File: config.mk
export PLATFORM = sky130hd
export DESIGN_NAME = adder_seq_ctrl
export DESIGN_NICKNAME = d
export VERILOG_FILES = /design/src/rtl/adder_seq_ctrl.sv
export SDC_FILE = /design/constraint.sdc
export NUM_CORES = 1
export LEC_CHECK = 0
export BUFFER_PORTS_ARGS = -buffer_cell sky130_fd_sc_hd__buf_2
export CAP_MARGIN = 5
export CORE_ASPECT_RATIO = 0.9
export CORE_MARGIN = 2
export CORE_UTILIZATION = 54
export CTS_BUF_LIST = sky130_fd_sc_hd__clkbuf_4 sky130_fd_sc_hd__clkbuf_8 sky130_fd_sc_hd__clkbuf_16
export CTS_CLUSTER_SIZE = 8
export DETAILED_ROUTE_END_ITERATION = 16
export PLACE_DENSITY = 0.83
export REMOVE_ABC_BUFFERS = 1
export SYNTH_ARGS = -nofsm -noshare
export SYNTH_HDL_FRONTEND = slang
export SYNTH_SLANG_ARGS = --single-unit
File: constraint.sdc
create_clock -name i_clk -period 4.38 [get_ports i_clk]
set_input_delay 0.876 -clock i_clk [delete_from_list [all_inputs] [get_ports i_clk]]
set_output_delay 0.876 -clock i_clk [all_outputs]
set_load 0.05 [all_outputs]
File: src/rtl/adder_seq_ctrl.sv
// Multi-precision add sequencer: one BW_DATA-bit adder reused over N_WORD cycles, LSW first.
// Optional subtract mode enabled by defining ADDSEQ_SUB_EN (adds the i_sub port).

module adder_param #(
  parameter int BW = 8
) (
  input  logic [BW-1:0] i_a,
  input  logic [BW-1:0] i_b,
  input  logic          i_c,
  output logic [BW-1:0] o_s,
  output logic          o_c
);
  assign {o_c, o_s} = {1'b0, i_a} + {1'b0, i_b} + {{BW{1'b0}}, i_c};
endmodule

// state | meaning
// IDLE  | o_ready high, waiting for an operand
// RUN   | adding word[idx], one word per cycle
// DONE  | o_valid high, result held until consumer accepts
module adder_seq_ctrl #(
  parameter int  BW_DATA = 8,
  parameter int  N_WORD  = 4,
  localparam int BW_IDX  = $clog2(N_WORD)
) (
  input  logic                      i_clk,
  input  logic                      i_rst,
  input  logic                      i_valid,
  output logic                      o_ready,
  input  logic [N_WORD*BW_DATA-1:0] i_a,
  input  logic [N_WORD*BW_DATA-1:0] i_b,
  input  logic                      i_c,
`ifdef ADDSEQ_SUB_EN
  input  logic                      i_sub,
`endif
  output logic                      o_valid,
  input  logic                      i_ready,
  output logic [N_WORD*BW_DATA-1:0] o_s,
  output logic                      o_c,
  output logic                      o_busy
);

  typedef enum logic [1:0] {
    IDLE = 2'd0,
    RUN  = 2'd1,
    DONE = 2'd2
  } state_t;

  localparam logic [BW_IDX-1:0] IDX_LAST = BW_IDX'(N_WORD - 1);

  state_t state, state_nxt;

  logic [N_WORD-1:0][BW_DATA-1:0] a_q;
  logic [N_WORD-1:0][BW_DATA-1:0] b_q;
  logic [N_WORD-1:0][BW_DATA-1:0] s_q;
  logic [BW_IDX-1:0]              idx;
  logic                           carry_q;
  logic                           c_q;
  logic                           accept;
  logic                           last;
  logic                           cin_load;
  logic [BW_DATA-1:0]             b_word;
  logic [BW_DATA-1:0]             add_s;
  logic                           add_c;

`ifdef ADDSEQ_SUB_EN
  logic sub_q;
  // Subtract as A + ~B + 1: invert every B word and the incoming carry.
  assign b_word   = sub_q ? ~b_q[idx] : b_q[idx];
  assign cin_load = i_sub ? ~i_c : i_c;
`else
  assign b_word   = b_q[idx];
  assign cin_load = i_c;
`endif

  adder_param #(.BW(BW_DATA)) u_add (
    .i_a (a_q[idx]),
    .i_b (b_word),
    .i_c (carry_q),
    .o_s (add_s),
    .o_c (add_c)
  );

  always_ff @(posedge i_clk or posedge i_rst) begin
    if (i_rst) state <= IDLE;
    else       state <= state_nxt;
  end

  always_comb begin
    state_nxt = state;
    o_ready   = 1'b0;
    o_valid   = 1'b0;
    o_busy    = 1'b0;
    accept    = 1'b0;
    last      = 1'b0;
    case (state)
      IDLE: begin
        o_ready = 1'b1;
        if (i_valid) begin
          accept    = 1'b1;
          state_nxt = RUN;
        end
      end
      RUN: begin
        o_busy = 1'b1;
        if (idx == IDX_LAST) begin
          last      = 1'b1;
          state_nxt = DONE;
        end
      end
      DONE: begin
        o_busy  = 1'b1;
        o_valid = 1'b1;
        if (i_ready) state_nxt = IDLE;
      end
      default: state_nxt = IDLE;
    endcase
  end

  always_ff @(posedge i_clk or posedge i_rst) begin
    if (i_rst) begin
      a_q     <= '0;
      b_q     <= '0;
      s_q     <= '0;
      idx     <= '0;
      carry_q <= 1'b0;
      c_q     <= 1'b0;
`ifdef ADDSEQ_SUB_EN
      sub_q   <= 1'b0;
`endif
    end else if (accept) begin
      a_q     <= i_a;
      b_q     <= i_b;
      carry_q <= cin_load;
      idx     <= '0;
`ifdef ADDSEQ_SUB_EN
      sub_q   <= i_sub;
`endif
    end else if (state == RUN) begin
      s_q[idx] <= add_s;
      carry_q  <= add_c;
      if (last) begin
        c_q <= add_c;
        idx <= '0;
      end else begin
        idx <= idx + BW_IDX'(1);
      end
    end
  end

  assign o_s = s_q;
  assign o_c = c_q;

endmodule
### Word level (Yosys, flattened, before mapping)

Cells that the tools add are included.

| word-level totals | value |
|---|---|
| register bits | 102 |
| bits of input ports | 69 |
| output and inout bits | 36 |
| logic and storage cells | 58 |

| operators by class | value |
|---|---|
| eq/ne operators | 6 |
| reduce and logical (&&, ||, !) cells | 7 |
| muxes and demuxes | 23 |
| magnitude comparators | 2 |
| bitwise gates (word level) | 1 |
| add/subtract/negate cells | 3 |

Operators with widths:

| kind | number |
|---|---|
| binary-select mux 8 bit (select 2 bit) | 2 |
| bitwise mux 32 bit | 1 |
| 2-to-1 mux 8 bit | 3 |
| demux 8 bit (select 2 bit) | 1 |
| 2-to-1 mux 2 bit | 6 |
| adder 8 x 8 -> 9 bit | 1 |
| adder 9 x 1 -> 9 bit | 1 |
| 2-to-1 mux 1 bit | 9 |
| inequality test 2 bit, second input constant | 3 |
| case mux 2 bit (3 select lines) | 1 |
| AND reduction 3 bit | 2 |
| equality test 2 bit, second input constant | 2 |
| less-than comparator 2 x 3 -> 1 bit, second input constant | 1 |
| adder 2 x 1 -> 2 bit, second input constant | 1 |
| equality test 2 x 1 -> 1 bit, second input constant | 1 |
| greater-or-equal comparator 2 x 1 -> 1 bit, second input constant | 1 |
| zero test 2 bit | 1 |
| AND reduction 2 bit | 1 |
| nonzero test 2 bit | 1 |
| OR reduction 2 bit | 1 |
| logical AND 1 bit | 1 |
| inverter 1 bit | 1 |

### Depth between registers and ports, before layout

Gate-level depths: netlist of the first run.

| depth | value |
|---|---|
| depth in word-level cells | 6 |
| depth in mapped cells | 9 |
| gate-level depth less buffers | 8 |

### By module

From an unflattened synthesis of the first run, not the netlist that was laid out.

| second synthesis, totals | value |
|---|---|
| cell total of the unflattened synthesis | 298 |
| area total of the unflattened synthesis | 4640.7 um^2 |

By module, submodules not included:

| module | seq. area each (um^2) | area an instance (um^2) | times used | cells each |
|---|---|---|---|---|
| adder_seq_ctrl | 2552.4 | 4315.4 | 1 | 261 |
| adder_param | 0.0 | 325.3 | 1 | 37 |

### Least setup slack after synthesis of the first run

Ideal clock, no wire load.

| path | value |
|---|---|
| kind | reg2reg |
| start | register idx[0] |
| end | register s_q, in the netlist o_s[14] |
| data required time | 4.244 ns |
| clock period less this slack | 2.585 ns |
| arrival | 2.450 ns |
| stages on the path, launching flop included | 10 |
| slack | 1.795 ns |
| buffers on the path | 1 |
| setup time | 0.136 ns |
| cells stage by stage | dfrtp_1 -> buf_6 -> mux4_1 -> fa_1 -> inv_1 -> fa_1 -> nand2b_1 -> a211oi_2 -> nor3_1 -> o31ai_1 |

| on the way | value |
|---|---|
| word-level cells in the longest chain between the ends | 5 |
| elaborated cells between the ends (all ways) | 12 |
| classes of those cells | 2 x add/sub; 2 x order compare; 7 x mux; 1 x reduce/logical |

RTL lines:

| what | line | text |
|---|---|---|
| start, declared | 55 | `logic [BW_IDX-1:0] idx;` |
| start signal, assigned | 145 | `idx <= idx + BW_IDX'(1);` |
| binary-select mux 8 bit (select 2 bit) (tied with other cells) | 76 | `.i_a (a_q[idx]),` |
| 2-to-1 mux 8 bit (not written as such) (tied with other cells) | 76 |  |
| adder 8 x 8 -> 9 bit / 2-to-1 mux 8 bit (equally long branches) | 13, 139 |  |
| adder 9 x 1 -> 9 bit / demux 8 bit (select 2 bit) (equally long branches) | 13, 139 |  |
| bitwise mux 32 bit (*) | 139 | `s_q[idx] <= add_s;` |
| end signal, assigned by index | 139 |  |
| end, declared | 54 | `logic [N_WORD-1:0][BW_DATA-1:0] s_q;` |

Mark *: on every way between the ends. The rest lies on a longest branch, timed or not. The select of a mux whose other input is x is not followed.
A chain may end at the register's enable or synchronous reset.

### Worst setup path in the final report of the first run

| path | value |
|---|---|
| start | register idx[0] |
| end | register s_q, in the netlist o_s[22] |

The elaborated chain is that of the path after synthesis.

==> results of run 1 <==
cell usage after synthesis, drive strengths merged:
master | count | area (sq um)
mux2 | 67 | 815
o21ai | 25 | 125
fa | 2 | 40.0
inv | 12 | 45.0
a31oi | 3 | 18.8
a222oi | 1 | 10.0
nand2b | 1 | 6.26
mux2i | 1 | 10.0
nand2 | 42 | 160
clkbuf | 5 | 28.8
dfrtp | 102 | 2550
xor2 | 2 | 17.5
mux4 | 16 | 402
nor2 | 4 | 15.0
nor3 | 4 | 20.0
xnor2 | 2 | 17.5
a21boi | 1 | 7.51
o31ai | 8 | 60.1
o21a | 2 | 15.0
a21o | 3 | 22.5
buf | 11 | 80.1
o211ai | 1 | 7.51
a21oi | 8 | 40.0
and3 | 1 | 6.26
a211oi | 2 | 25.0
ha | 14 | 175
layout make-up:
type                       instances  share of cell area, %
multi-input combinational        210                   36.7
tap                              119                   2.71
clock buffer                       9                   2.25
inverter                          12                  0.864
sequential                       102                   46.4
clock inverter                     4                   1.36
timing repair buffer             106                   9.73
sequential cells by signal, indices dropped and copies added, names as in the netlist:
name,cells
a_q,32
b_q,32
o_s,32
idx,2
state,2
carry_q,1
o_c,1
metrics by stage:
| step | worst slack [ns] | hold slack (ns) | cells |
|---|---|---|---|
| CTS | 1.22 | 0.486 | 562 |
| floorplan | 0.829 | 0.471 | 324 |
| global placement | 1.39 | 0.455 | 549 |
| global route | 1.01 | 0.509 | 562 |
| detailed placement | 1.24 | 0.465 | 549 |
| finish | 1.19 | 0.482 | 562 |
cell usage in the layout, fill, tap and decap left out, drive strengths merged:
cell and count:
a211oi 2, a21boi 1, a21o 3, a21oi 8, a222oi 1, a31oi 3, and3 1, buf 106
bufinv 2, clkbuf 9, clkinvlp 2, dfrtp 102, fa 2, ha 14, inv 12, mux2 67
mux2i 1, mux4 16, nand2 42, nand2b 1, nor2 4, nor3 4, o211ai 1, o21a 2
o21ai 25, o31ai 8, xnor2 2, xor2 2
worst paths after layout:
kind	end	slack (ns)	cells past startpoint
max	o_s[22]$_DFFE_PP0P_	1.19	9
min	o_s[19]$_DFFE_PP0P_	0.48	2
max reg2reg	o_s[22]$_DFFE_PP0P_	1.19	9
min reg2reg	o_s[19]$_DFFE_PP0P_	0.48	2
max in group asynchronous	o_s[21]$_DFFE_PP0P_	2.77	3
min in group asynchronous	b_q[10]$_DFFE_PP0P_	0.70	2
metal layers:
layer  GRT usage, %  vias to the layer above  share of wire, %
met5              0                        -                 0
met4           7.11                        0               1.5
met3           5.51                       12               5.7
met2           32.0                       94                48
met1           27.3                     1526                45
li1               -                     1428                 -
worst max-delay path, stage by stage (launching register included):
cell	delay, ns
dfrtp_1	0.53
buf_4	0.32
mux4_1	0.64
fa_1	0.47
inv_1	0.09
fa_1	0.19
nand2b_1	0.15
a211oi_2	0.08
nor3_1	0.40
o31ai_1	0.16
cell families after synthesis:
| logic type | after synthesis |
|---|---|
| DFF | 102 |
| xor gates and xnor gates | 4 |
| and+or+nand+nor | 52 |
| buffers and inverters | 28 |
| AOI/OAI and AO/OA | 54 |
| adders and majority gates | 16 |
| muxes | 84 |
==> flow_metrics.env, run 1 <==
export IMPL_status="completed"
export IMPL_cp_start_kind="register"
export IMPL_start_util_pct=55.4
export IMPL_setup_viol=0
export IMPL_hpwl_um=6680
export IMPL_ios=105
export IMPL_cts_buffer_depth=2
export IMPL_wl_per_cell_um=16.4
export IMPL_fin_util_pct=64.5
export IMPL_num_rows=32
export IMPL_ant_nets=0
export IMPL_drive_above_1_share_pct=44.0
export IMPL_cts_repair_resized=0
export IMPL_final_nets=526
export IMPL_worstMarginPinSlew_ns=0.960
export IMPL_multi_input_area_sq_um=2020
export IMPL_area_growth_pct=16.6
export IMPL_hp_start="o_s[19]$_DFFE_PP0P_"
export IMPL_grt_antenna_before_repair=0
export IMPL_post_cts_buffers=0
export IMPL_post_route_drc_count=0
export IMPL_drt_initial_drc_count=113
export IMPL_skew_ns=0.00712
export IMPL_cts_clk_slew_worst_paths_ns=0.09
export IMPL_path_class="register to register"
export IMPL_finalHoldViolCount=0
export IMPL_crit_start="idx[0]$_DFFE_PP0P_"
export IMPL_dr_pass1_iters=4
export IMPL_grt_total_usage_pct=20.3
export IMPL_htreeDepth=3
export IMPL_die_area_sq_um=9510
export IMPL_clock_sinks=102
export IMPL_holdBufCountCts=0
export IMPL_grt_pass1_wl_um=14600
export IMPL_synth_cells=340
export IMPL_worstPathArrival_ns=3.42
export IMPL_ys_seq_elements=102
export IMPL_timing_fmax_ghz=0.314
export IMPL_grt_pass1_vias=2989
export IMPL_gp_congestion=0.810
export IMPL_fin_crit_ns=3.19
export IMPL_fin_crit_sh_pct=72.7
export IMPL_n_antenna_cell=0
export IMPL_core_area_sq_um=8530
export IMPL_fillers=648
export IMPL_syn_avg_cell_area_sq_um=13.9
export IMPL_synthSimpleGateAreaFrac_pct=4.40
export IMPL_r2r_start="idx[0]$_DFFE_PP0P_"
export IMPL_grt_ovfl_total=0
export IMPL_yosys_warnings=0
export IMPL_io_buffers=104
export IMPL_max_slew_margin_pct=36.0
export IMPL_worst_setup_path_end_kind="register"
export IMPL_synthXorXnorAreaFrac_pct=0.742
export IMPL_synthAdderAreaFrac_pct=4.56
export IMPL_ys_seq_area_share_pct=54.1
export IMPL_via_per_inst=5.44
export IMPL_hp_class="register to register"
export IMPL_clk_latency_ns=0.37
export IMPL_synth_top_family_by_area="multiplexers"
export IMPL_synth_distinct_cells=31
export IMPL_placed_cell_area_sq_um=5310
export IMPL_tns_ns=0
export IMPL_cp_data_required_time_ns=4.61
export IMPL_synth_compound_area_share_pct=7.02
export IMPL_via_count=3060
export IMPL_cts_buffers=9
export IMPL_drt_wl_total_um=9210
export IMPL_synthMuxAreaShare_pct=26.0
export IMPL_regArea_sq_um=2550
export IMPL_cts_tree="yes"
export IMPL_die_h_um=92.7
export IMPL_drv_cap=0
export IMPL_grt_setup_unrepaired="no"
export IMPL_report_final_slew_viol_count=0
export IMPL_grt_max_degree=81
export IMPL_final_area_sq_um=5500
export IMPL_cts_root_buffer="clkbuf_8"
export IMPL_cp_max_fo=14
export IMPL_dieWidth_um=103
export IMPL_syn_cell_area_sq_um=4720
Power of run 1 is not shown: default switching activity piles up to over one toggle a cycle in this logic, so the estimate is an artifact.
==> run 2: changes to the inputs <==
--- a/config.mk
+++ b/config.mk
@@ -9,11 +9,11 @@
 export CAP_MARGIN = 5
 export CORE_ASPECT_RATIO = 0.9
 export CORE_MARGIN = 2
-export CORE_UTILIZATION = 54
+export CORE_UTILIZATION = 49
 export CTS_BUF_LIST = sky130_fd_sc_hd__clkbuf_4 sky130_fd_sc_hd__clkbuf_8 sky130_fd_sc_hd__clkbuf_16
 export CTS_CLUSTER_SIZE = 8
 export DETAILED_ROUTE_END_ITERATION = 16
-export PLACE_DENSITY = 0.83
+export PLACE_DENSITY = 0.79
 export REMOVE_ABC_BUFFERS = 1
 export SYNTH_ARGS = -nofsm -noshare
 export SYNTH_HDL_FRONTEND = slang
==> constraint.sdc (replaced) <==
create_clock -name i_clk -period 2.6 [get_ports i_clk]
set_input_delay 0.52 -clock i_clk [delete_from_list [all_inputs] [get_ports i_clk]]
set_output_delay 0.52 -clock i_clk [all_outputs]
set_load 0.05 [all_outputs]
==> run 2 against run 1 <==
Net effect: cell count increased by 1.8%; core utilization decreased by 3.4 points; flip-flop and latch count unchanged; design area increased by 2.8%; first-iteration DRC count decreased by 15%; highest routed layer unchanged.
==> flow_metrics.env, run 2 (synthesis results as in run 1) <==
export IMPL_cts_buffer_depth=2
export IMPL_via_per_inst=5.30
export IMPL_via_count=3032
export IMPL_grt_pass1_wl_um=15700
export IMPL_final_common_cell="buf_2"
export IMPL_clk_latency_ns=0.37
export IMPL_fin_crit_ns=2.50
export IMPL_dieWidth_um=107
export IMPL_die_h_um=97.1
export IMPL_grt_antenna_before_repair=0
export IMPL_dr_pass1_iters=5
export IMPL_final_cells=572
export IMPL_post_route_drc_count=0
export IMPL_final_nets=531
export IMPL_worstMarginPinSlew_ns=0.557
export IMPL_core_area_sq_um=9250
export IMPL_htreeDepth=3
export IMPL_max_slew_margin_pct=62.8
export IMPL_ant_nets=0
export IMPL_gp_congestion=0.824
export IMPL_status="completed"
export IMPL_die_area_sq_um=10400
export IMPL_start_util_pct=51.1
export IMPL_ios=105
export IMPL_grt_pass1_vias=3221
export IMPL_path_class="register to register"
export IMPL_area_growth_pct=19.8
export IMPL_grt_ovfl_total=0
export IMPL_fin_crit_sh_pct=96.0
export IMPL_cts_tree="yes"
export IMPL_wl_per_cell_um=16.5
export IMPL_finalHoldViolCount=0
export IMPL_setup_viol=0
export IMPL_report_final_slew_viol_count=0
export IMPL_cp_max_fo=4
export IMPL_grt_max_degree=69
export IMPL_drt_initial_drc_count=96
export IMPL_n_antenna_cell=0
export IMPL_grt_setup_unrepaired="yes"
export IMPL_worst_setup_path_end_kind="register"
export IMPL_clock_sinks=102
export IMPL_cp_start_kind="register"
export IMPL_cts_clk_slew_worst_paths_ns=0.09
export IMPL_timing_fmax_ghz=0.401
export IMPL_cp_data_required_time_ns=2.87
export IMPL_final_cell_mix="buf_2 (104), dfrtp_1 (101), mux2_2 (51)"
export IMPL_grt_total_usage_pct=19.2
export IMPL_place_inst=556
export IMPL_cp_cell_sequence="mux4_2 -> fa_1 -> buf_4 -> a211oi_4 -> nor3_2 -> o21a_2 -> o31ai_1"
export IMPL_worstPathArrival_ns=2.77
export IMPL_max_stage_delay_ns=0.53
export IMPL_fin_hold_ws_ns=0.198
export IMPL_cts_buffers=9
export IMPL_io_buffers=104
export IMPL_drive_above_1_share_pct=49.3
export IMPL_hp_class="primary input to async pin"
export IMPL_cts_root_buffer="clkbuf_8"
export IMPL_crit_slowest_cell="mux4_2"
export IMPL_hpwl_um=6820
export IMPL_fillers=776
export IMPL_num_rows=33
export IMPL_drv_cap=0
export IMPL_drt_wl_total_um=9440
export IMPL_reg2reg_setup_slack_ns=0.10
export IMPL_skew_ns=0.00958
-- run 2: routing by layer --
metal | up-vias | global-route usage, % | share of wire, %
li1 | 1427 | - | -
met1 | 1509 | 27.2 | 46
met2 | 85 | 29.6 | 47
met3 | 11 | 5.37 | 5.3
met4 | 0 | 4.93 | 1.1
met5 | - | 0 | 0
-- run 2: through the flow --
step                      area, sq um  setup TNS (ns)  setup WS (ns)  utilization, %
after global routing             5660         -0.0537        -0.0166            61.2
after detailed placement         5380          -0.544        -0.0935            58.1
after CTS                        5580               0         0.0138            60.4
final                            5660               0          0.104            61.2
after global placement           5380               0         0.0117            58.1
after floorplan                  4610          -64.29         -0.595               -
-- run 2: worst paths after layout --
kind                                      from             endpoint  cells past startpoint
min in group i_clk                     i_a[28]  a_q[28]$_DFFE_PP0P_                      2
setup / recovery            idx[0]$_DFFE_PP0P_  o_s[23]$_DFFE_PP0P_                      7
hold / removal                           i_rst  b_q[31]$_DFFE_PP0P_                      2
max in group asynchronous                i_rst   idx[0]$_DFFE_PP0P_                      3
hold reg to reg            o_s[18]$_DFFE_PP0P_  o_s[18]$_DFFE_PP0P_                      2
setup reg to reg            idx[0]$_DFFE_PP0P_  o_s[23]$_DFFE_PP0P_                      7
-- run 2: timing repair --
item,in CTS,in global routing
hold endpoints to repair,0,0
resized for setup,4,25
hold buffers,0,0
setup endpoints to repair,14,22
pin swaps,1,4
buffers inserted,1,0
-- run 2: worst max-delay path, delay by kind of cell, from the launching register on --
family | cells | cell delay (ns)
and+or+nand+nor | 1 | 0.09
muxes | 1 | 0.53
adders and majority gates | 1 | 0.43
buffers and inverters | 1 | 0.16
AOI/OAI and AO/OA | 3 | 0.73
DFF | 1 | 0.44
-- run 2: layout make-up --
class | instances | area (sq um) | area share (%)
tap | 122 | 153 | 2.70
sequential | 102 | 2550 | 45.1
inverter | 12 | 47.5 | 0.840
clock buffer | 12 | 159 | 2.81
timing repair buffer | 111 | 623 | 11.0
multi-input combinational | 210 | 2100 | 37.2
clock inverter | 3 | 20.0 | 0.354
Power of run 2 is left out for the same reason.
==> run 3: changes to the inputs <==
--- a/config.mk
+++ b/config.mk
@@ -17,4 +17,5 @@
 export REMOVE_ABC_BUFFERS = 1
 export SYNTH_ARGS = -nofsm -noshare
 export SYNTH_HDL_FRONTEND = slang
+export SYNTH_HIERARCHICAL = 1
 export SYNTH_SLANG_ARGS = --single-unit
==> run 3 against run 2 <==
Net effect: the run now ends with negative setup slack left; first-iteration DRC count down 23%; clock skew is essentially flat; global-route usage is 0.50 points higher; flip-flop and latch count stayed put; critical endpoint is now o_c$_DFFE_PP0P_.
==> flow_metrics.env, run 3 <==
export IMPL_status="finished with violations"
export IMPL_violations="negative setup slack"
export IMPL_cp_start_kind="register"
export IMPL_drt_wl_total_um=9360
export IMPL_via_per_inst=5.22
export IMPL_synth_cells=298
export IMPL_final_cell_mix="buf_2 (104), dfrtp_1 (101), mux2_2 (97)"
export IMPL_regArea_sq_um=2550
export IMPL_die_h_um=96.3
export IMPL_ant_nets=0
export IMPL_ys_seq_elements=102
export IMPL_hpwl_um=6980
export IMPL_final_cells=551
export IMPL_async_reset_ff_share_pct=100
export IMPL_io_buffers=104
export IMPL_post_route_drc_count=0
export IMPL_syn_avg_cell_area_sq_um=15.6
export IMPL_via_count=2877
export IMPL_synth_edf_count=0
export IMPL_start_util_pct=50.6
export IMPL_gp_congestion=0.778
export IMPL_grt_max_degree=68
export IMPL_n_antenna_cell=0
export IMPL_cp_data_required_time_ns=2.84
export IMPL_synth_common_cells="dfrtp_1 (102), mux2_2 (97), mux4_2 (16)"
export IMPL_drt_initial_drc_count=74
export IMPL_synthMostInstantiatedCell="dfrtp_1"
export IMPL_drv_cap=0
export IMPL_crit_slowest_cell="mux4_2"
export IMPL_die_area_sq_um=10300
export IMPL_fin_crit_sh_pct=101
export IMPL_grt_setup_unrepaired="yes"
export IMPL_max_stage_delay_ns=0.54
export IMPL_multi_input_area_sq_um=2060
export IMPL_clk_latency_ns=0.36
export IMPL_synth_distinct_cells=32
export IMPL_synth_ff_type="dfrtp_1"
export IMPL_grt_pass1_vias=3136
export IMPL_hp_class="primary input to async pin"
export IMPL_report_final_slew_viol_count=0
export IMPL_num_rows=33
export IMPL_skew_ns=0.0100
export IMPL_finalHoldViolCount=0
export IMPL_grt_total_usage_pct=19.7
export IMPL_cp_cell_sequence="mux4_2 -> fa_2 -> fa_2 -> a21oi_2 -> o31ai_2 -> a31o_1 -> mux2_2"
export IMPL_final_nets=510
export IMPL_dieWidth_um=107
export IMPL_path_class="register to register"
export IMPL_grt_ovfl_total=0
export IMPL_dp_slack_ns=-0.232
export IMPL_synth_top_area_share_pct=55.0
export IMPL_max_slew_margin_pct=61.2
export IMPL_htreeDepth=3
export IMPL_cts_buffer_depth=2
export IMPL_worstMarginPinSlew_ns=0.582
export IMPL_timing_fmax_ghz=0.379
export IMPL_drive_above_1_share_pct=63.9
export IMPL_dr_pass1_iters=4
export IMPL_fin_crit_ns=2.64
export IMPL_worstPathArrival_ns=2.88
export IMPL_grt_antenna_before_repair=0
export IMPL_reg2reg_setup_slack_ns=-0.04
export IMPL_r2r_cells=7
export IMPL_cp_max_fo=4
export IMPL_cts_clk_slew_worst_paths_ns=0.10
export IMPL_clock_sinks=102
export IMPL_syn_cell_area_sq_um=4640
export IMPL_area_growth_pct=24.0
export IMPL_setup_ws_ns=-0.0372
export IMPL_cpMostUsedCell="fa_2"
export IMPL_ios=105
export IMPL_cts_root_buffer="clkbuf_8"
export IMPL_grt_pass1_wl_um=15500
export IMPL_synth_top_area_cell="dfrtp_1"
export IMPL_core_area_sq_um=9170
export IMPL_worst_setup_path_end_kind="register"
export IMPL_fillers=740
export IMPL_setup_viol=11
export IMPL_cts_buffers=9
export IMPL_synth_area_top_cells="dfrtp_1 (55%), mux2_2 (24%), mux4_2 (7.8%)"
export IMPL_final_common_cell="buf_2"
export IMPL_ys_seq_area_share_pct=55.0
export IMPL_wl_per_cell_um=17.0
export IMPL_place_inst=531
export IMPL_fin_hold_ws_ns=0.221
export IMPL_yosys_warnings=6
export IMPL_cts_tree="yes"
==> run 3: cell count changes after synthesis, moves of 4 or more <==
cell and change:
buf_4 +4, buf_6 -4, clkbuf_1 -4, mux2_2 +46, mux2_4 -16, mux4_1 -11, mux4_2 +11, nand2_1 -36
nor3_1 -4, o21ai_0 -24, o31ai_1 -8
==> run 3: cell type report <==
class	count	share of cell area [%]
well taps	122	2.65
clock inverters	4	0.957
repair buffers	127	12.7
clock buffers	12	2.65
inverters	11	0.761
multi-input cells	173	35.9
flip-flops and latches	102	44.4
==> run 3: metrics by stage <==
| step | cell area, sq um | util, % | setup TNS, ns |
|---|---|---|---|
| global route | 5750 | 62.8 | -1.68 |
| CTS | 5730 | 62.5 | -0.0339 |
| floorplan | 4570 | - | -100.99 |
| global placement | 5420 | 59.1 | -1.95 |
| detailed placement | 5420 | 59.1 | -3.87 |
| finish | 5750 | 62.8 | -0.195 |
==> run 3: cells by family (layout without fill, tap and decap cells) <==
logic type / Yosys count / count (layout) / share of synthesized area [%]
AOI/OAI and AO/OA: 19 / 19 / 2.94
xor gates and xnor gates: 5 / 5 / 0.944
adders and majority gates: 17 / 17 / 4.91
buffers and inverters: 23 / 154 / 2.40
DFF: 102 / 102 / 55.0
muxes: 117 / 117 / 32.2
and+or+nand+nor: 15 / 15 / 1.62
==> run 3: critical path, delay by kind of cell, from the launching register on <==
kind,cells,cell delay (ns)
compound gates,3,0.51
fa+ha+maj,2,0.76
flops,1,0.45
mux,2,0.80
==> run 3: final timing paths <==
| path | startpoint | end |
|---|---|---|
| worst max-delay path | idx[0]$_DFFE_PP0P_ | o_c$_DFFE_PP0P_ |
| worst min-delay path | i_rst | b_q[3]$_DFFE_PP0P_ |
| worst max register to register | idx[0]$_DFFE_PP0P_ | o_c$_DFFE_PP0P_ |
| worst min register to register | b_q[20]$_DFFE_PP0P_ | b_q[20]$_DFFE_PP0P_ |
| max in group asynchronous | i_rst | o_s[6]$_DFFE_PP0P_ |
| min in group i_clk | i_a[16] | a_q[16]$_DFFE_PP0P_ |
==> run 3: per-layer routing <==
layer,vias to the layer above,share of wire [%],track usage [%]
li1,1333,-,-
met1,1462,44,25.1
met2,76,50,34.0
met3,6,5.5,6.09
met4,0,0.67,3.46
met5,-,0,0
==> run 3: what timing repair did <==
action | 4_1_cts | 5_1_grt
pin swaps | 4 | 1
hold endpoints to repair | 0 | 0
hold buffers | 0 | 0
resized for setup | 14 | 4
setup endpoints to repair | 26 | 25
buffers inserted | 4 | 0
Power of run 3 is left out for the same reason.
